<file path="src/rtl/phys_reg_reclaim.sv">
// -----------------------------------------------------------------------------
// phys_reg_reclaim
//   In-order retirement / reclaim buffer on the return side of the physical
//   register free list. Each dispatched instruction records its rename
//   (arch_dest, new_preg, old_preg). Execution marks entries done by tag. The
//   oldest done entry retires once per cycle. On retire, old_preg is handed
//   back to the free list and the committed mapping is published.
//
// Configuration
//   RECLAIM_FLUSH_EN : when defined, adds the flush port and a WALK state.
//                      WALK squashes entries youngest-first and returns their
//                      new_preg. When undefined, the FSM stays in IDLE and
//                      return_reg only ever carries old_preg from commits.
//
// Ports
//   clk, reset           rising-edge clock, synchronous active-high reset
//   dispatch_*           rename record offered / accepted (valid/ready)
//   dispatch_tag         entry tag (tail index) used by an accept this cycle
//   complete_valid/tag   marks an in-flight entry done
//   flush                squash every entry (RECLAIM_FLUSH_EN only)
//   return_flag/reg      registered pulse: physical register freed
//   retire_valid/...     registered pulse: committed architectural mapping
// -----------------------------------------------------------------------------
`default_nettype none

module phys_reg_reclaim #(
  parameter  int DEPTH  = 8,
  parameter  int PREG_W = 5,
  parameter  int AREG_W = 5,
  localparam int TAG_W  = $clog2(DEPTH)
) (
  input  logic              clk,
  input  logic              reset,
  input  logic              dispatch_valid,
  output logic              dispatch_ready,
  input  logic              dispatch_has_dest,
  input  logic [AREG_W-1:0] dispatch_arch_dest,
  input  logic [PREG_W-1:0] dispatch_new_preg,
  input  logic [PREG_W-1:0] dispatch_old_preg,
  output logic [TAG_W-1:0]  dispatch_tag,
  input  logic              complete_valid,
  input  logic [TAG_W-1:0]  complete_tag,
`ifdef RECLAIM_FLUSH_EN
  input  logic              flush,
`endif
  output logic              return_flag,
  output logic [PREG_W-1:0] return_reg,
  output logic              retire_valid,
  output logic [AREG_W-1:0] retire_arch_dest,
  output logic [PREG_W-1:0] retire_preg
);

  localparam int PTR_W = TAG_W + 1;

  typedef logic [PTR_W-1:0] ptr_t;
  typedef logic [TAG_W-1:0] tag_t;
  typedef enum logic {ST_IDLE, ST_WALK} state_e;

  // Control state
  state_e           state_q, state_d;
  ptr_t             head_q, head_d;
  ptr_t             tail_q, tail_d;
  logic [DEPTH-1:0] valid_q, valid_d;
  logic [DEPTH-1:0] done_q, done_d;

  // Entry payload
  logic [DEPTH-1:0] has_dest_q;
  logic [AREG_W-1:0] arch_dest_q [DEPTH];
  logic [PREG_W-1:0] new_preg_q  [DEPTH];
  logic [PREG_W-1:0] old_preg_q  [DEPTH];

  // Registered outputs
  logic              return_flag_q;
  logic [PREG_W-1:0] return_reg_q;
  logic              retire_valid_q;
  logic [AREG_W-1:0] retire_arch_dest_q;
  logic [PREG_W-1:0] retire_preg_q;

  ptr_t count;
  ptr_t tail_m1;
  tag_t head_idx;
  tag_t tail_idx;
  tag_t pop_idx;
  logic accept;
  logic commit;
  logic flush_start;
  logic walk_pop;

  // The wrap bit makes count==DEPTH (full) distinct from count==0 (empty).
  assign count    = tail_q - head_q;
  assign tail_m1  = tail_q - ptr_t'(1);
  assign head_idx = head_q[TAG_W-1:0];
  assign tail_idx = tail_q[TAG_W-1:0];
  assign pop_idx  = tail_m1[TAG_W-1:0];

  // Ready looks only at the current count, so a commit in a full cycle
  // frees a slot for the next cycle, not this one.
  assign dispatch_ready = (count != ptr_t'(DEPTH)) && (state_q == ST_IDLE);
  assign dispatch_tag   = tail_idx;
  assign accept         = dispatch_valid && dispatch_ready;

`ifdef RECLAIM_FLUSH_EN
  assign flush_start = (state_q == ST_IDLE) && flush && (count != '0);
  assign walk_pop    = (state_q == ST_WALK);
`else
  assign flush_start = 1'b0;
  assign walk_pop    = 1'b0;
`endif

  // A flush wins over a same-cycle commit: the head gets squashed, not retired.
  // done_q is the registered bit, so a completion of the head commits next cycle.
  assign commit = (state_q == ST_IDLE) && !flush_start &&
                  valid_q[head_idx] && done_q[head_idx];

  always_comb begin
    // NOTE: every variable gets a default first so no path infers a latch.
    state_d = state_q;
    head_d  = head_q;
    tail_d  = tail_q;
    valid_d = valid_q;
    done_d  = done_q;

    if ((state_q == ST_IDLE) && complete_valid && valid_q[complete_tag]) begin
      done_d[complete_tag] = 1'b1;
    end

    if (commit) begin
      valid_d[head_idx] = 1'b0;
      done_d[head_idx]  = 1'b0;
      head_d            = head_q + ptr_t'(1);
    end

    // head and tail slots differ here: commit needs non-empty, accept non-full.
    if (accept) begin
      valid_d[tail_idx] = 1'b1;
      done_d[tail_idx]  = 1'b0;
      tail_d            = tail_q + ptr_t'(1);
    end

    if (flush_start) begin
      state_d = ST_WALK;
    end

    // Squash walk pops the youngest entry each cycle until the buffer is empty.
    if (walk_pop) begin
      valid_d[pop_idx] = 1'b0;
      done_d[pop_idx]  = 1'b0;
      tail_d           = tail_m1;
      if (tail_m1 == head_q) begin
        state_d = ST_IDLE;
      end
    end
  end

  always_ff @(posedge clk) begin
    // NOTE: sequential state uses non-blocking assignments only.
    if (reset) begin
      state_q            <= ST_IDLE;
      head_q             <= '0;
      tail_q             <= '0;
      valid_q            <= '0;
      done_q             <= '0;
      return_flag_q      <= 1'b0;
      return_reg_q       <= '0;
      retire_valid_q     <= 1'b0;
      retire_arch_dest_q <= '0;
      retire_preg_q      <= '0;
    end else begin
      state_q        <= state_d;
      head_q         <= head_d;
      tail_q         <= tail_d;
      valid_q        <= valid_d;
      done_q         <= done_d;
      retire_valid_q <= commit;

      if (commit) begin
        return_flag_q      <= has_dest_q[head_idx];
        return_reg_q       <= old_preg_q[head_idx];
        retire_arch_dest_q <= arch_dest_q[head_idx];
        retire_preg_q      <= new_preg_q[head_idx];
      end else if (walk_pop) begin
        return_flag_q <= has_dest_q[pop_idx];
        return_reg_q  <= new_preg_q[pop_idx];
      end else begin
        return_flag_q <= 1'b0;
      end
    end
  end

  // NOTE: payload storage has no reset; valid_q alone decides whether a slot
  // is meaningful, so resetting the data would only add reset fan-out.
  always_ff @(posedge clk) begin
    if (accept) begin
      has_dest_q[tail_idx]  <= dispatch_has_dest;
      arch_dest_q[tail_idx] <= dispatch_arch_dest;
      new_preg_q[tail_idx]  <= dispatch_new_preg;
      old_preg_q[tail_idx]  <= dispatch_old_preg;
    end
  end

  assign return_flag      = return_flag_q;
  assign return_reg       = return_reg_q;
  assign retire_valid     = retire_valid_q;
  assign retire_arch_dest = retire_arch_dest_q;
  assign retire_preg      = retire_preg_q;

endmodule

`default_nettype wire

</file>
<file path="config.mk">
export PLATFORM = sky130hd
export DESIGN_NAME = phys_reg_reclaim
export DESIGN_NICKNAME = d
export VERILOG_FILES = /design/src/rtl/phys_reg_reclaim.sv
export SDC_FILE = /design/constraint.sdc
export NUM_CORES = 1
export LEC_CHECK = 0
export ABC_AREA = 0
export ABC_CLOCK_PERIOD_IN_PS = 6700
export CAP_MARGIN = 20
export CORE_MARGIN = 4
export CORE_UTILIZATION = 35
export CTS_CLUSTER_DIAMETER = 100
export DETAILED_ROUTE_END_ITERATION = 8
export SKIP_LAST_GASP = 1
export SLEW_MARGIN = 15
export SYNTH_ARGS = -nofsm -noshare
export SYNTH_HDL_FRONTEND = slang
export SYNTH_SLANG_ARGS = --single-unit
</file>
<file path="constraint.sdc">
create_clock -name clk -period 6.7 [get_ports clk]
set_clock_uncertainty 0.15 [all_clocks]
set_input_delay 1.005 -clock clk [delete_from_list [all_inputs] [get_ports clk]]
set_output_delay 1.005 -clock clk [all_outputs]
set_load 0.005 [all_outputs]
</file>
Word-level counts from Yosys, hierarchy flattened
Memories as Yosys holds them, arrays and structs flattened. A register that Yosys moved wholly into a read port is not among the register bits. Index checks and enable logic that the tools add are counted.

Memory bits (writable): 120. Memories: 3. Output and inout port bits: 21. Input bits: 23. Word-level logic and storage cells: 57. Bits in registers: 34.

Muxes and demuxes: 22. Reductions and logical operators: 7. Order comparisons: 6. Eq/ne operators: 1. $add $sub $neg: 3. Bitwise logic cells: 8.

Memories: arch_dest_q (words 8, width 5, read ports 1, clocked after memory_dff 1, wr ports 1, line 68) `logic [AREG_W-1:0] arch_dest_q [DEPTH];`; new_preg_q (words 8, width 5, read ports 1, clocked after memory_dff 1, wr ports 1, line 69) `logic [PREG_W-1:0] new_preg_q [DEPTH];`; old_preg_q (words 8, width 5, read ports 1, clocked after memory_dff 1, wr ports 1, line 70) `logic [PREG_W-1:0] old_preg_q [DEPTH];`.

Operator list (count): $mux W8 (5); $and A8 B8 Y8 (3); $not A8 Y8 (2); $or A8 B8 Y8 (2); $bmux W1 S3 (4); $lt A3 B4 Y1 const B (3); $demux W1 S3 (3); $ge A3 B1 Y1 const B (3); $mux W1 (9); $add A4 B1 Y4 const B (2); $bwmux W8 (1); $logic_and A1 B1 Y1 (6); $ne A4 B4 Y1 const B (1); $sub A4 B4 Y4 (1); $reduce_or A2 Y1 (1); $not A1 Y1 (1).

Logic depth before layout (Yosys ltp)
Gate-level depths: netlist (run 1).

Depth in word-level cells: 10. Mapped depth: 10. Mapped depth without buffers: 8.

Worst setup path before layout (run 1)
No wires, ideal clock.

Kind: register to register. Start point: register head_q[1]. End point: memory arch_dest_q[3][0], enable pin. Cell stages (with the launch flop): 11. Setup slack: 3.358 ns. Setup time: 0.388 ns. Arrival: 2.804 ns. Required time: 6.162 ns. Path buffers: 2. Period minus slack after synthesis: 3.342 ns. Cells stage by stage: dfxtp_1 clkbuf_1 inv_1 ha_1 and3b_1 or3_1 and4_1 buf_6 inv_2 nand3_2 nor2_1.

Longest elaborated chain between the ends: 5.

RTL lines: start: declaration (line 61) `ptr_t head_q, head_d;`; start signal: assignment (line 159) `head_q <= '0;`; start signal: assignment (line 170) `head_q <= head_d;`; $sub A4 B4 Y4 (line 90) `assign count = tail_q - head_q;`; $ne A4 B4 Y1 (line 98) `assign dispatch_ready = (count != ptr_t'(DEPTH)) && (state_q == ST_IDLE);`; via dispatch_ready (line 35) `output logic dispatch_ready,`; $logic_and A1 B1 Y1 (line 100) `assign accept = dispatch_valid && dispatch_ready;`; $mux W1 (line 193) `if (accept) begin`; $mux W1 (implied by the code) (line 195) `arch_dest_q[tail_idx] <= dispatch_arch_dest;`; end: declaration (line 68).

The timed path passes the listed nets, and every way through them passes these cells.

Worst setup path in the final report (run 1)
Start point: register tail_q[2]. End point: output port dispatch_ready.

Longest elaborated chain between the ends: 2.

RTL lines: start: declaration (line 62) `ptr_t tail_q, tail_d;`; start signal: assignment (line 171) `tail_q <= tail_d;`; $sub A4 B4 Y4 (line 90); $ne A4 B4 Y1 (line 98); end: declaration (line 35).

No other way between the ends.

==> flow_metrics.env, run 1 <==
export IMPL_status="finished clean"
export IMPL_synth_edf_count=128
export IMPL_busiest_layer="met2"
export IMPL_clk_latency_ns=0.41
export IMPL_hold_ws_ns=0.3401
export IMPL_synth_top_area_share=0.5559
export IMPL_port_buffer_count=43
export IMPL_grt_pass1_vias=4170
export IMPL_fin_setup_tns_ns=0
export IMPL_worstSetupStartpoint="tail_q[2]$_SDFFE_PP0P_"
export IMPL_grt_usage=0.1374
export IMPL_cts_setup_buffers=0
export IMPL_fin_ws_ns=2.896
export IMPL_power_switching_uw=471.2
export IMPL_rsz0062_at_grt="false"
export IMPL_ys_seq_elements=169
export IMPL_critPathCaptureType="output port"
export IMPL_required_ns=5.54
export IMPL_critical_path_class="reg2out"
export IMPL_cp_max_fo=8
export IMPL_async_flop_share=0
export IMPL_root_buffer="clkbuf_16"
export IMPL_layout_min_cycle_time_ns=3.804
export IMPL_die_x_um=148.6
export IMPL_met3_usage=0.03900
export IMPL_ir_worst_vdd_mv=0.1805
export IMPL_antenna_found_initial=0
export IMPL_post_cts_resized=0
export IMPL_start_util=0.3553
export IMPL_syn_area_um2=6914
export IMPL_synth_fp_nets=477
export IMPL_synth_ff_type="edfxtp_1"
export IMPL_area_delta_synth_final_pct=19.04
export IMPL_worstReg2RegStart="head_q[0]$_SDFFE_PP0N_"
export IMPL_yosysWarnings=0
export IMPL_startpoint_type="flip-flop"
export IMPL_power_frac_seq=0.512
export IMPL_grt_use_met2=0.2194
export IMPL_cp_data_arrival_time_ns=2.65
export IMPL_post_route_period_util=0.5678
export IMPL_dp_hpwl_um=8754
export IMPL_yosysTopAreaCell="edfxtp_1"
export IMPL_reg_top3="arch_dest_q (40), new_preg_q (40), old_preg_q (40)"
export IMPL_fp_dieH_um=148.6
export IMPL_cts_buffer_depth=2
export IMPL_core_um2=19460
export IMPL_rr_worst_depth=7
export IMPL_syn_avg_cell_area_um2=15.40
export IMPL_synth_area_leaders="edfxtp_1 (56%), dfxtp_1 (12%), mux4_2 (5.9%)"
export IMPL_clkTransAtPathRegs_ns=0.06
export IMPL_cts_inserted_buffers=17
export IMPL_sw_frac_of_total=0.2081
export IMPL_r2r_slack_ns=3.41
export IMPL_crit_end="dispatch_ready"
export IMPL_cts_hold_buf=0
export IMPL_htreeDepth=4
export IMPL_p_comb_frac=0.048
export IMPL_synth_cell_type_count=56
export IMPL_drv_slew=0
export IMPL_powerDensity_nw_per_um2=275.2
export IMPL_syn_inst=449
export IMPL_yosys_area_share_adder=0.009048
export IMPL_drc=0
export IMPL_relSlewSlack=0.3340
export IMPL_tightest_slew_ns=0.9990
export IMPL_post_synth_xor_area_fraction=0.005067
export IMPL_num_rows=51
export IMPL_detail_route_antenna_nets=0
export IMPL_vias=3973
export IMPL_final_cell_area_um2=8230
export IMPL_routed_via_density=5.140
export IMPL_hold_class="reg2reg"
export IMPL_dpl_worst_slack_ns=3.326
export IMPL_grt_start_max_net_pins=65
export IMPL_p_leak_nw=2.641
export IMPL_setup_viol=0
export IMPL_p_int_mw=1.794
export IMPL_place_gp_congestion=0.8129
export IMPL_max_cap_viol_count=0
export IMPL_antenna_cells=0
export IMPL_wl_per_cell_um=18.73
export IMPL_first_pass_iters=5
export IMPL_ys_seq_area_frac=0.6746
export IMPL_io_pins=44
export IMPL_nets=523
export IMPL_placed_area_um2=7617
export IMPL_final_cell_mix="edfxtp_1 (128), clkdlybuf4s50_1 (43), dfxtp_1 (40)"
export IMPL_fmax_ghz=0.2629
export IMPL_wirelength_um=14480
export IMPL_r2r_end="retire_preg[1]$_SDFFE_PP0N_"
export IMPL_synth_top_family_by_area="multiplexers"
export IMPL_overflow=0
export IMPL_use_met1=0.1849
export IMPL_drive_above_1_share=0.2008
export IMPL_synth_simple_area_share=0.06913
export IMPL_final_common_cell="edfxtp_1"
export IMPL_hold_viol=0
export IMPL_drt_iter0_markers=297
export IMPL_muxShareOfSynthArea=0.1410
export IMPL_grt_first_pass_wirelength_um=23180
export IMPL_cts_sinks=169
export IMPL_clkPwrFrac=0.440
export IMPL_synth_compound_area_frac=0.07474
export IMPL_die_area_um2=22070
export IMPL_cts_tree="done"
[worst max-delay path, cell delays in order (launching register included)]
cell	delay, ns
dfxtp_1	0.44
ha_1	0.31
and3b_1	0.20
or3_1	0.36
and4_1	0.29
inv_2	0.13
clkdlybuf4s50_1	0.50
[per-stage QoR]
| stage | util | std cells | power (mW) |
|---|---|---|---|
| after floorplan | - | 449 | 1.243 |
| after global placement | 0.3914 | 741 | 1.289 |
| after detailed placement | 0.3914 | 741 | 1.293 |
| after CTS | 0.4229 | 773 | 2.288 |
| after global routing | 0.4229 | 773 | 2.341 |
| final | 0.4229 | 773 | 2.265 |
[power by group through the flow]
| stage | combinational, mW | clock (mW) | sequential [mW] |
|---|---|---|---|
| global placement | 0.108 | 0 | 1.18 |
| finish | 0.109 | 0.996 | 1.16 |
| detailed placement | 0.111 | 0 | 1.18 |
| floorplan | 0.0623 | 0 | 1.18 |
| global route | 0.121 | 1.06 | 1.16 |
| CTS | 0.111 | 1.02 | 1.16 |
[final cells by class]
cell class,instances,area (µm²)
clock buffers,21,480.5
clock inverters,11,132.6
fillers,1739,11230
inverters,6,22.52
multi-input cells,245,2067
flip-flops and latches,169,4668
well taps,265,331.6
repair buffers,56,528.0
[cell families (layout without fill, tap and decap cells)]
logic type                 Yosys count  count (layout)
buffers and inverters               35              94
DFF                                169             169
xor gates and xnor gates             4               4
AOI/OAI and AO/OA                   73              73
and+or+nand+nor                     91              91
adders and majority gates            5               5
muxes                               72              72
[per-layer routing]
metal	vias to the layer above	wire [µm]	share of wire
li1	1841	-	-
met1	2006	6644	0.46
met2	110	6961	0.48
met3	16	678	0.047
met4	0	197	0.014
met5	-	0	0
[synth_stat cells (3+ instances only)]
cell type and number:
a21oi_1 19, a41o_1 3, a41oi_1 4, buf_1 3
buf_2 5, buf_4 6, buf_6 3, clkbuf_1 12
dfxtp_1 41, edfxtp_1 128, ha_1 5, inv_1 4
mux2_2 19, mux2i_1 34, mux4_2 18, nand2_1 23
nand2b_1 4, nand3b_1 4, nor2_1 30, nor2b_1 6
nor3_1 3, o21ai_0 6, o21ai_2 4, o221a_2 5
o22ai_1 16, o31ai_1 6, xnor2_1 3
[worst min-delay path by stage]
stage / from / to / slack [ns] / cells after the start
2_1_floorplan: valid_q[0]$_SDFF_PP0_ / valid_q[0]$_SDFF_PP0_ / 0.31 / 2
3_3_place_gp: valid_q[2]$_SDFF_PP0_ / valid_q[2]$_SDFF_PP0_ / 0.33 / 2
3_5_place_dp: valid_q[2]$_SDFF_PP0_ / valid_q[2]$_SDFF_PP0_ / 0.33 / 2
4_1_cts: valid_q[2]$_SDFF_PP0_ / valid_q[2]$_SDFF_PP0_ / 0.34 / 2
5_1_grt: valid_q[0]$_SDFF_PP0_ / valid_q[0]$_SDFF_PP0_ / 0.36 / 2
6_report: valid_q[0]$_SDFF_PP0_ / valid_q[0]$_SDFF_PP0_ / 0.34 / 2
(Power assumes the default switching activity.)
==> run 2: changes to the inputs <==
--- a/config.mk
+++ b/config.mk
@@ -6,7 +6,7 @@
 export NUM_CORES = 1
 export LEC_CHECK = 0
 export ABC_AREA = 0
-export ABC_CLOCK_PERIOD_IN_PS = 6700
+export ABC_CLOCK_PERIOD_IN_PS = 3900
 export CAP_MARGIN = 20
 export CORE_MARGIN = 4
 export CORE_UTILIZATION = 35
==> constraint.sdc (replaced) <==
create_clock -name clk -period 3.9 [get_ports clk]
set_clock_uncertainty 0.15 [all_clocks]
set_input_delay 0.585 -clock clk [delete_from_list [all_inputs] [get_ports clk]]
set_output_delay 0.585 -clock clk [all_outputs]
set_load 0.005 [all_outputs]
==> run 2 against run 1 <==
Compared with the run above: critical path depth stayed put; sequential share of layout area is 0.19 points higher; setup slack worse by 2.5 ns; die area stayed put; power is 68% higher; non-clock buffer count is 1 higher; count of clock-buffer cells in the layout is 4 lower; largest cell class unchanged; combinational power is 72% higher; sequential power is 72% higher; highest routed layer unchanged; clock power is 63% higher; largest power group unchanged; final area is 0.33% lower.
==> flow_metrics.env, run 2 (synthesis results as in run 1) <==
export IMPL_required_ns=3.16
export IMPL_drv_slew=0
export IMPL_detail_route_antenna_nets=0
export IMPL_clkPwrFrac=0.427
export IMPL_cts_tree="done"
export IMPL_io_pins=44
export IMPL_layout_min_cycle_time_ns=3.511
export IMPL_root_buffer="clkbuf_16"
export IMPL_die_area_um2=22070
export IMPL_relSlewSlack=0.4015
export IMPL_sw_frac_of_total=0.2362
export IMPL_num_rows=51
export IMPL_tightest_slew_ns=0.8978
export IMPL_nets=524
export IMPL_die_x_um=148.6
export IMPL_grt_start_max_net_pins=38
export IMPL_status="finished clean"
export IMPL_clk_latency_ns=0.44
export IMPL_grt_first_pass_wirelength_um=23270
export IMPL_cts_buffer_depth=2
export IMPL_drive_above_1_share=0.2043
export IMPL_first_pass_iters=4
export IMPL_post_cts_resized=0
export IMPL_placed_area_um2=7625
export IMPL_cts_sinks=169
export IMPL_wirelength_um=14690
export IMPL_multiInputGateArea_um2=2067
export IMPL_area_delta_synth_final_pct=18.64
export IMPL_cts_hold_buf=0
export IMPL_final_cell_area_um2=8203
export IMPL_port_buffer_count=43
export IMPL_rsz0062_at_grt="false"
export IMPL_power_frac_seq=0.524
export IMPL_start_util=0.3553
export IMPL_final_cell_mix="edfxtp_1 (128), clkdlybuf4s50_1 (43), dfxtp_1 (40)"
export IMPL_max_cap_viol_count=0
export IMPL_overflow=0
export IMPL_fmax_ghz=0.2848
export IMPL_dp_hpwl_um=9085
export IMPL_cts_setup_buffers=0
export IMPL_cts_inserted_buffers=17
export IMPL_cp_data_arrival_time_ns=2.78
export IMPL_clkTransAtPathRegs_ns=0.07
export IMPL_reg_top3="arch_dest_q (40), new_preg_q (40), old_preg_q (40)"
export IMPL_core_um2=19460
export IMPL_place_gp_congestion=0.7988
export IMPL_setup_viol=0
export IMPL_critPathCaptureType="output port"
export IMPL_p_int_mw=2.907
export IMPL_antenna_found_initial=0
export IMPL_power_switching_uw=898.7
export IMPL_fp_dieH_um=148.6
export IMPL_grt_usage=0.1406
export IMPL_p_leak_nw=2.626
export IMPL_stdcell_count=774
export IMPL_startpoint_type="flip-flop"
export IMPL_cp_max_fo=29
export IMPL_critical_path_class="reg2out"
export IMPL_powerDensity_nw_per_um2=463.9
export IMPL_fin_ws_ns=0.3887
export IMPL_post_route_period_util=0.9003
export IMPL_dpl_worst_slack_ns=0.8393
export IMPL_final_common_cell="edfxtp_1"
export IMPL_hold_class="reg2reg"
export IMPL_antenna_cells=0
export IMPL_post_route_util=0.4215
export IMPL_ir_worst_vdd_mv=0.3003
export IMPL_regArea_um2=4668
export IMPL_fillers=1778
export IMPL_placed_cells=742
export IMPL_wl_per_cell_um=18.98
export IMPL_routed_via_density=5.141
export IMPL_vias=3979
export IMPL_htreeDepth=4
export IMPL_hold_viol=0
export IMPL_fin_setup_tns_ns=0
export IMPL_drc=0
export IMPL_p_comb_frac=0.049
export IMPL_drt_iter0_markers=188
export IMPL_grt_pass1_vias=4176
[run 2: cell types whose count changed in the layout (fill, tap and decap cells not counted), sizes merged]
cell    previous run  this run
inv               11        14
clkbuf            21        17
bufinv             2         0
clkinv             2         5
buf               13        14
[run 2: power groups by stage]
stage | clock [mW] | sequential (mW) | combinational (mW)
6_report | 1.62 | 1.99 | 0.188
5_1_grt | 1.74 | 2.00 | 0.209
2_1_floorplan | 0 | 2.03 | 0.107
3_5_place_dp | 0 | 2.03 | 0.191
4_1_cts | 1.66 | 1.99 | 0.192
3_3_place_gp | 0 | 2.03 | 0.186
[run 2: layout make-up]
cell class	instances	share of cell area
inverter	6	0.002746
tap	265	0.04042
sequential	169	0.5691
timing repair buffer	57	0.06528
clock inverter	15	0.01861
clock buffer	17	0.05186
multi-input combinational	245	0.2520
[run 2: worst paths after layout]
kind                                from                     endpoint  slack [ns]  depth (start not counted)
setup / recovery  head_q[0]$_SDFFE_PP0N_               dispatch_ready        0.39                          6
hold / removal     valid_q[2]$_SDFF_PP0_        valid_q[2]$_SDFF_PP0_        0.35                          2
setup reg to reg  head_q[0]$_SDFFE_PP0N_  arch_dest_q[1][4]$_DFFE_PP_        0.83                          8
hold reg to reg    valid_q[2]$_SDFF_PP0_        valid_q[2]$_SDFF_PP0_        0.35                          2
[run 2: per-layer routing]
layer / wire length (µm) / track usage / vias up
li1: - / - / 1846
met1: 6517 / 0.1787 / 2026
met2: 7280 / 0.2312 / 84
met3: 627 / 0.04083 / 23
met4: 267 / 0.04804 / 0
met5: 0 / 0 / -
[run 2: per-stage QoR]
step	power (mW)	hold WS, ns
after floorplan	2.135	0.3077
after global placement	2.215	0.3248
after detailed placement	2.224	0.3345
after CTS	3.846	0.3499
after global routing	3.945	0.3688
final	3.805	0.3479
[run 2: worst max-delay path: stages (launching register included)]
cell	delay (ns)
dfxtp_4	0.61
ha_1	0.25
and3b_1	0.19
or3_1	0.36
and4_1	0.30
inv_2	0.13
clkdlybuf4s50_1	0.50
==> run 3: changes to the inputs <==
--- a/config.mk
+++ b/config.mk
@@ -8,7 +8,7 @@
 export ABC_AREA = 0
 export ABC_CLOCK_PERIOD_IN_PS = 3900
 export CAP_MARGIN = 20
-export CORE_MARGIN = 4
+export CORE_MARGIN = 1
 export CORE_UTILIZATION = 35
 export CTS_CLUSTER_DIAMETER = 100
 export DETAILED_ROUTE_END_ITERATION = 8
==> run 3 against run 2 <==
Compared with the run above: the flow now finishes with violations (design-rule violations); die area fell by 7.9%; setup slack improved by 0.089 ns; count of clock-buffer cells in the layout rose by 1; clock power rose by 6%; global-route usage rose by 1.1 points; cell count rose by 0.39%; sequential cell count did not move; first-iteration DRC count rose by 34%; via count rose by 0.93%; critical path depth rose by 1; largest cell class unchanged; highest routed layer unchanged.
==> flow_metrics.env, run 3 (synthesis results as in run 1) <==
export IMPL_setup_viol=0
export IMPL_r2r_slack_ns=0.92
export IMPL_powerDensity_nw_per_um2=472.8
export IMPL_post_route_period_util=0.8776
export IMPL_antenna_cells=0
export IMPL_root_buffer="clkbuf_16"
export IMPL_power_mw=3.903
export IMPL_drive_above_1_share=0.2070
export IMPL_final_cell_mix="edfxtp_1 (128), clkdlybuf4s50_1 (43), dfxtp_1 (40)"
export IMPL_fin_setup_tns_ns=0
export IMPL_hold_viol=0
export IMPL_drt_iter0_markers=251
export IMPL_nets=527
export IMPL_hold_depth=2
export IMPL_placed_cells=745
export IMPL_grt_pass1_vias=4070
export IMPL_tightest_slew_ns=1.030
export IMPL_final_cell_area_um2=8255
export IMPL_required_ns=3.16
export IMPL_clk_latency_ns=0.43
export IMPL_num_rows=51
export IMPL_drv_slew=0
export IMPL_post_cts_resized=0
export IMPL_io_pins=44
export IMPL_violations="design-rule violations"
export IMPL_cp_max_fo=7
export IMPL_cts_inserted_buffers=17
export IMPL_p_leak_nw=2.660
export IMPL_wirelength_um=14440
export IMPL_worstReg2RegStart="head_q[2]$_SDFFE_PP0N_"
export IMPL_r2r_end="arch_dest_q[5][4]$_DFFE_PP_"
export IMPL_overflow=0
export IMPL_cts_hold_buf=0
export IMPL_reg_top3="arch_dest_q (40), new_preg_q (40), old_preg_q (40)"
export IMPL_core_um2=19400
export IMPL_wl_per_cell_um=18.58
export IMPL_placed_area_um2=7647
export IMPL_hold_path_startpoint="valid_q[2]$_SDFF_PP0_"
export IMPL_grt_start_max_net_pins=64
export IMPL_fillers=1759
export IMPL_rr_worst_depth=9
export IMPL_critPathCaptureType="output port"
export IMPL_final_common_cell="edfxtp_1"
export IMPL_fmax_ghz=0.2922
export IMPL_cts_sinks=169
export IMPL_relSlewSlack=0.3131
export IMPL_cts_setup_buffers=0
export IMPL_startpoint_type="flip-flop"
export IMPL_area_delta_synth_final_pct=19.40
export IMPL_post_route_util=0.4256
export IMPL_ir_worst_vdd_mv=0.3668
export IMPL_grt_first_pass_wirelength_um=22490
export IMPL_stdcell_count=777
export IMPL_critical_path_class="reg2out"
export IMPL_fp_dieH_um=142.6
export IMPL_cp_data_arrival_time_ns=2.69
export IMPL_cts_buffer_depth=2
export IMPL_vias=4016
export IMPL_grt_usage=0.1519
export IMPL_port_buffer_count=43
export IMPL_die_x_um=142.6
export IMPL_clkTransAtPathRegs_ns=0.07
export IMPL_status="finished, violations left"
export IMPL_rsz0062_at_grt="false"
export IMPL_die_area_um2=20320
export IMPL_drc=2
export IMPL_multiInputGateArea_um2=2067
export IMPL_routed_via_density=5.169
export IMPL_cts_tree="done"
export IMPL_antenna_found_initial=0
export IMPL_dp_hpwl_um=8798
export IMPL_htreeDepth=4
export IMPL_place_gp_congestion=0.8580
export IMPL_regArea_um2=4668
export IMPL_start_util=0.3564
export IMPL_detail_route_antenna_nets=0
export IMPL_max_cap_viol_count=0
export IMPL_holdPathEnd="valid_q[2]$_SDFF_PP0_"
export IMPL_first_pass_iters=7
export IMPL_hold_class="reg2reg"
export IMPL_layout_min_cycle_time_ns=3.423
[run 3: worst max-delay path, cell delays in order, from the launching register on]
cell and delay (ns):
dfxtp_1 0.36, inv_1 0.10, ha_1 0.33, and3b_1 0.20, or3_1 0.35, and4_1 0.30, inv_2 0.12, clkdlybuf4s50_1 0.50
[run 3: area by class of cell]
cell class                 count  area share
clock buffer                  18     0.05199
clock inverter                14     0.02167
inverter                       6    0.002728
multi-input combinational    245      0.2504
sequential                   169      0.5655
tap                          265     0.04016
timing repair buffer          60     0.06760
[run 3: worst max-delay path by stage]
stage                                       from                          end  slack [ns]  depth (start not counted)
after floorplan           head_q[1]$_SDFFE_PP0N_  arch_dest_q[3][0]$_DFFE_PP_        0.56                         10
after global placement    head_q[0]$_SDFFE_PP0N_  retire_preg[4]$_SDFFE_PP0N_        1.01                          7
after detailed placement  head_q[2]$_SDFFE_PP0N_               dispatch_ready        0.94                          7
after CTS                 head_q[2]$_SDFFE_PP0N_               dispatch_ready        0.48                          7
after global routing      tail_q[2]$_SDFFE_PP0P_               dispatch_ready        0.35                          6
final                     head_q[2]$_SDFFE_PP0N_               dispatch_ready        0.48                          7
[run 3: routing by layer]
metal / part of all wire / vias up / track usage
li1: - / 1851 / -
met1: 0.46 / 2045 / 0.1980
met2: 0.48 / 104 / 0.2459
met3: 0.045 / 16 / 0.03802
met4: 0.015 / 0 / 0.05320
met5: 0 / - / 0
[run 3: report_power, final]
part | switching, mW | leakage (nW) | internal (mW)
combinational | 0.109 | 0.871 | 0.0830
clock | 0.744 | 0.295 | 0.975
sequential | 0.0152 | 1.49 | 1.98
[run 3: per-stage QoR]
step	setup slack, ns	hold slack (ns)
after floorplan	0.5576	0.3077
after global placement	1.005	0.3266
after detailed placement	0.9390	0.3341
after CTS	0.4754	0.3440
after global routing	0.3501	0.3638
final	0.4773	0.3428
==> patch 1: new RTL, config.mk and constraints of run 3 <==
Change the parameter `AREG_W` from 5 to 7.
--- a/src/rtl/phys_reg_reclaim.sv
+++ b/src/rtl/phys_reg_reclaim.sv
@@ -28,3 +28,3 @@
   parameter  int PREG_W = 5,
-  parameter  int AREG_W = 5,
+  parameter  int AREG_W = 7,
   localparam int TAG_W  = $clog2(DEPTH)
Ports: changed (resized dispatch_arch_dest and retire_arch_dest); port bits go from 44 to 48. No check against the original RTL was run, so the function may have changed too.
==> patch 1 against run 3 <==
- area after synthesis is 10% higher
- setup slack lost 230 ps
- routed wire length up 11%
- clock power barely moved
- final area rose by 8.7%
- sequential cell count up 18
- total power rose by 8.6%
- critical path type unchanged
==> patch 1: results (changes against run 3) <==
FF-to-FF Start=head_q[1]$_SDFFE_PP0N_ (was head_q[2]$_SDFFE_PP0N_); EDFF count, synth=144 (was 128); Nets=543 (was 527); CP Max Fanout=11 (was 7); hold path start=valid_q[3]$_SDFF_PP0_ (was valid_q[2]$_SDFF_PP0_); I/O Buffers=47 (was 43); Hold EP=valid_q[3]$_SDFF_PP0_ (was valid_q[2]$_SDFF_PP0_); share of cells above drive strength 1=19.39% (was 20.70%); Fin Hold WS=361.3 ps (was 342.8 ps); H-tree depth=4 (unchanged); root cell of the clock tree=clkbuf_16 (unchanged); first-pass iteration count of the detailed router=4 (was 7); top flop regs=arch_dest_q x56, new_preg_q x40, old_preg_q x40 (was arch_dest_q x40, new_preg_q x40, old_preg_q x40); HPWL Detailed=9307 um (was 8798 um); Commonest cells post-synth=edfxtp_1, dfxtp_1, mux4_2, a21oi_1 (was edfxtp_1, dfxtp_1, mux2i_1, nor2_1, nand2_1); Finished Layout Cells=801 (was 777); vias in the first global route=4409 (was 4070); routed vias=4270 (was 4016); Routed wire per std cell=20.00 um (was 18.58 um); worst-margin pin slew=1009 ps (was 1030 ps); Sw Ratio=22.61% (was 22.25%); Routability Congestion=0.8555 (was 0.8580); Static Leakage=2.943 nW (was 2.660 nW); post-synth net total=493 (was 477); All-Layer GR Usage=15.57% (was 15.19%); Reg-to-Reg End=arch_dest_q[1][6]$_DFFE_PP_ (was arch_dest_q[5][4]$_DFFE_PP_); largest net degree at the start of global routing=48 (was 64); antenna diode count=0 (unchanged); post-synth cell types=53 (was 56); R2R Setup Slk=770 ps (was 920 ps); status=finished clean (was complete, but fails checks); syn avg cell area=16.43 um^2 (was 15.40 um^2); fill count=1852 (was 1759); worst vdd ir=332.3 uV (was 366.8 uV); Arr. time, crit path=2920 ps (was 2690 ps); post-synthesis sequential area ratio=68.15% (was 67.46%); CP peak stage delay=550 ps (was 500 ps); Hold WC Path Type=flop to flop (unchanged); DR iter-0 viols=344 (was 251); R2R depth=8 (was 9); top post-synthesis cells by area=edfxtp_1, dfxtp_1, mux4_2 (unchanged)
patch 1: layout make-up:
class                   count  area [um^2]  share of cell area, %
clock inverters            14        156.4                  1.742
inverters                  18        67.56                 0.7526
well taps                 275        344.1                  3.833
flip-flops and latches    187         5187                  57.78
multi-input cells         227         2215                  24.67
repair buffers             62        578.1                  6.439
clock buffers              18        429.2                  4.780
patch 1: metrics by stage:
stage	instance area, um^2	setup WS (ps)
2_1_floorplan	7615	-213.3
3_3_place_gp	8388	680.2
3_5_place_dp	8388	581.7
4_1_cts	8974	102.1
5_1_grt	8977	58.63
6_report	8977	244.6
patch 1: cells by family (layout without fill, tap and decap cells):
family / Yosys count / in the layout / synth area share (%)
buffers and inverters: 49 / 112 / 3.157
multiplexers: 62 / 62 / 14.31
AO/OA/AOI/OAI: 84 / 84 / 8.124
AND/OR/NAND/NOR: 72 / 72 / 4.983
flip-flops: 187 / 187 / 68.15
XOR/XNOR: 4 / 4 / 0.4605
adder cells (fa/ha/maj): 5 / 5 / 0.8222
patch 1: worst max path at each step:
stage | slack [ps] | to | start
final | 240 | dispatch_ready | head_q[1]$_SDFFE_PP0N_
after global routing | 60 | dispatch_ready | head_q[1]$_SDFFE_PP0N_
after CTS | 100 | dispatch_ready | head_q[1]$_SDFFE_PP0N_
after detailed placement | 580 | dispatch_ready | head_q[1]$_SDFFE_PP0N_
after global placement | 680 | dispatch_ready | head_q[1]$_SDFFE_PP0N_
after floorplan | -210 | arch_dest_q[3][0]$_DFFE_PP_ | head_q[1]$_SDFFE_PP0N_
patch 1: critical path: cells and delay by family, from the launching register on:
kind                     cells  cell delay (ps)
adder cells (fa/ha/maj)      1              310
flip-flops                   1              530
AND/OR/NAND/NOR              3              410
buffers and inverters        4             1050
AO/OA/AOI/OAI                1              190
patch 1: power by group through the flow:
stage	Sequential, mW	Clock, mW	Combinational, mW
after floorplan	2.27	0	0.170
after global placement	2.28	0	0.280
after detailed placement	2.28	0	0.288
after CTS	2.24	1.75	0.289
after global routing	2.24	1.82	0.315
final	2.24	1.72	0.285
patch 1: per-layer routing:
metal / share of wire (%) / track usage (%) / routed length, um
met2: 50 / 25.56 / 7934
met1: 44 / 20.48 / 7060
met5: 0 / 0 / 0
met4: 1.5 / 5.510 / 245
met3: 4.9 / 3.079 / 778
==> patch 2: new RTL, flow settings as in run 3 <==
Without the edit above. Put one more register stage on the output `return_flag`, with the module's reset. The value now appears one clock later. The other outputs are not delayed to match. Comments in the files are not updated.
--- a/src/rtl/phys_reg_reclaim.sv
+++ b/src/rtl/phys_reg_reclaim.sv
@@ -200,3 +200,9 @@
 
-  assign return_flag      = return_flag_q;
+  always_ff @(posedge clk) begin
+    if (reset) begin
+      return_flag <= '0;
+    end else begin
+      return_flag <= return_flag_q;
+    end
+  end
   assign return_reg       = return_reg_q;
Check against the original RTL: not equivalent (Yosys sat finds a counterexample within 4 cycles, from zero or initial values and one cycle with reset high).
==> patch 2 against run 3 <==
- total power down 1.3%
- area after synthesis about the same
- setup slack worse by 280 ps
- fmax down 7.5%
- routed wire length down 0.33%
- register-to-register slack worse by 100 ps
- final area about the same
- sequential cell count up 1
- highest routed layer unchanged
==> patch 2: results (changes against run 3) <==
Arr. time, crit path=2960 ps (was 2690 ps); top flop regs=arch_dest_q x40, new_preg_q x40, old_preg_q x40 (unchanged); Worst Setup SP=tail_q[1]$_SDFFE_PP0P_ (was head_q[2]$_SDFFE_PP0N_); antenna diode count=0 (unchanged); share of cells above drive strength 1=20.35% (was 20.70%); warnings from Yosys=0 (unchanged); CP max stage cell=clkdlybuf4s50_1 (unchanged); H-tree depth=4 (unchanged); worst vdd ir=292.4 uV (was 366.8 uV); All-Layer GR Usage=15.63% (was 15.19%); post-synthesis mux area share=15.15% (was 14.10%); # setup viols final=0 (unchanged); root cell of the clock tree=clkbuf_16 (unchanged); global-route wire length before repair=22980 um (was 22490 um); HPWL Detailed=8522 um (was 8798 um); worst setup path class=flop to output port (unchanged); largest net degree at the start of global routing=44 (was 64); Adder-Cell Fraction of Synth Area=0.9042% (was 0.9048%); Routed wire per std cell=18.54 um (was 18.58 um); Commonest cells post-synth=edfxtp_1, nand2_1, dfxtp_1, mux4_2, nor2_1 (was edfxtp_1, dfxtp_1, mux2i_1, nor2_1, nand2_1); hold path start=return_flag_q$_SDFF_PP0_ (was valid_q[2]$_SDFF_PP0_); status=finished clean (was complete, but fails checks); first-pass iteration count of the detailed router=4 (was 7); DR iter-0 viols=251 (unchanged); clk slew on worst S/H paths=60 ps; CP peak stage delay=500 ps (about the same); vias per inst=4.961 (was 5.169); EDFF count, synth=128 (unchanged); fill count=1768 (was 1759); Longest Clk Path Bufs=2 (unchanged); post-synthesis compound-gate area fraction=4.448% (was 7.474%); Static Leakage=2.778 nW (was 2.660 nW); top post-synthesis cells by area=edfxtp_1, dfxtp_1, mux4_2 (unchanged); Clock Latency Late Sink=430 ps (about the same); Slew Limit Headroom=45.41% (was 31.31%); Hold WC Path Type=flop to flop (unchanged); post-synthesis sequential area ratio=67.70% (was 67.46%); Nets=526 (was 527); I/O Buffers=43 (unchanged); cells resized by post-CTS repair=0 (unchanged); asr flop ratio synth=0% (unchanged); TritonCTS buffer count=17 (unchanged); vias in the first global route=4026 (was 4070); most common cell in the netlist=edfxtp_1 (unchanged); pre-CTS setup slack=666.9 ps (was 939.0 ps); Routability Congestion=0.8808 (was 0.8580); post-synth net total=474 (was 477); initial antenna violation count=0 (unchanged); Cell Area, Placed=7704 um^2 (was 7647 um^2); setup repair bufs after CTS=0 (unchanged); post-synthesis xor/xnor area fraction=0.5063% (was 0.5067%); post-synth cell types=45 (was 56); CP Max Fanout=10 (was 7)
-- patch 2: changes by cell type after synthesis, moves of 5 or more --
cell / before / now
nand2_1: 23 / 58
o22ai_1: 16 / 1
clkbuf_1: 12 / 6
a31oi_1: 1 / 12
mux2_2: 19 / 6
o31ai_1: 6 / 0
nor4_1: 1 / 6
inv_1: 4 / 10
mux2i_1: 34 / 20
o221a_2: 5 / 0
a21oi_1: 19 / 2
mux4_2: 18 / 34
-- patch 2: routing by layer --
metal / wire (um) / vias to the layer above / part of all wire [%] / track usage, %
met5: 0 / - / 0 / 0
met2: 6955 / 89 / 48 / 24.85
met4: 134 / 0 / 0.93 / 4.244
met1: 6661 / 1945 / 46 / 21.01
li1: - / 1801 / - / -
met3: 635 / 15 / 4.4 / 4.273
-- patch 2: power by group --
part           total (mW)  switching (mW)  internal, mW  leakage [nW]
Sequential           2.02          0.0194          2.00          1.50
Combinational       0.243           0.138         0.106          1.01
Clock                1.59           0.705         0.884         0.265
Total                3.85           0.862          2.99          2.78
-- patch 2: cell families (layout without fill, tap and decap cells) --
logic type,after synthesis,count (layout)
mux,61,61
flops,170,170
buf+inv,37,102
compound gates,41,41
fa+ha+maj,5,5
xor+xnor,4,4
simple gates,128,128
-- patch 2: path summary, 6_finish.rpt --
check / end / slack (ps) / depth (start not counted)
min reg2reg: return_flag$_SDFF_PP0_ / 290 / 1
max reg2reg: old_preg_q[7][1]$_DFFE_PP_ / 820 / 7
min: return_flag$_SDFF_PP0_ / 290 / 1
max: dispatch_ready / 200 / 8
-- patch 2: cell type report --
type,count,share of cell area [%]
timing repair buffer,59,6.971
clock inverter,13,1.455
tap,265,4.016
clock buffer,19,5.243
multi-input combinational,239,25.06
inverter,11,0.5001
sequential,170,56.75
-- patch 2: worst max-delay path: cells and delay by family, from the launching register on --
kind / cells / cell delay (ps)
AOI/OAI and AO/OA: 1 / 190
adders and majority gates: 1 / 300
buffers and inverters: 3 / 800
DFF: 1 / 490
and+or+nand+nor: 3 / 750
-- patch 2: per-stage QoR --
stage | instances | hold WS [ps] | utilization, %
after floorplan | 446 | 263.8 | -
after CTS | 776 | 291.4 | 42.56
after detailed placement | 744 | 276.5 | 39.71
after global routing | 776 | 325.5 | 42.56
final | 776 | 289.5 | 42.56
after global placement | 744 | 270.5 | 39.71
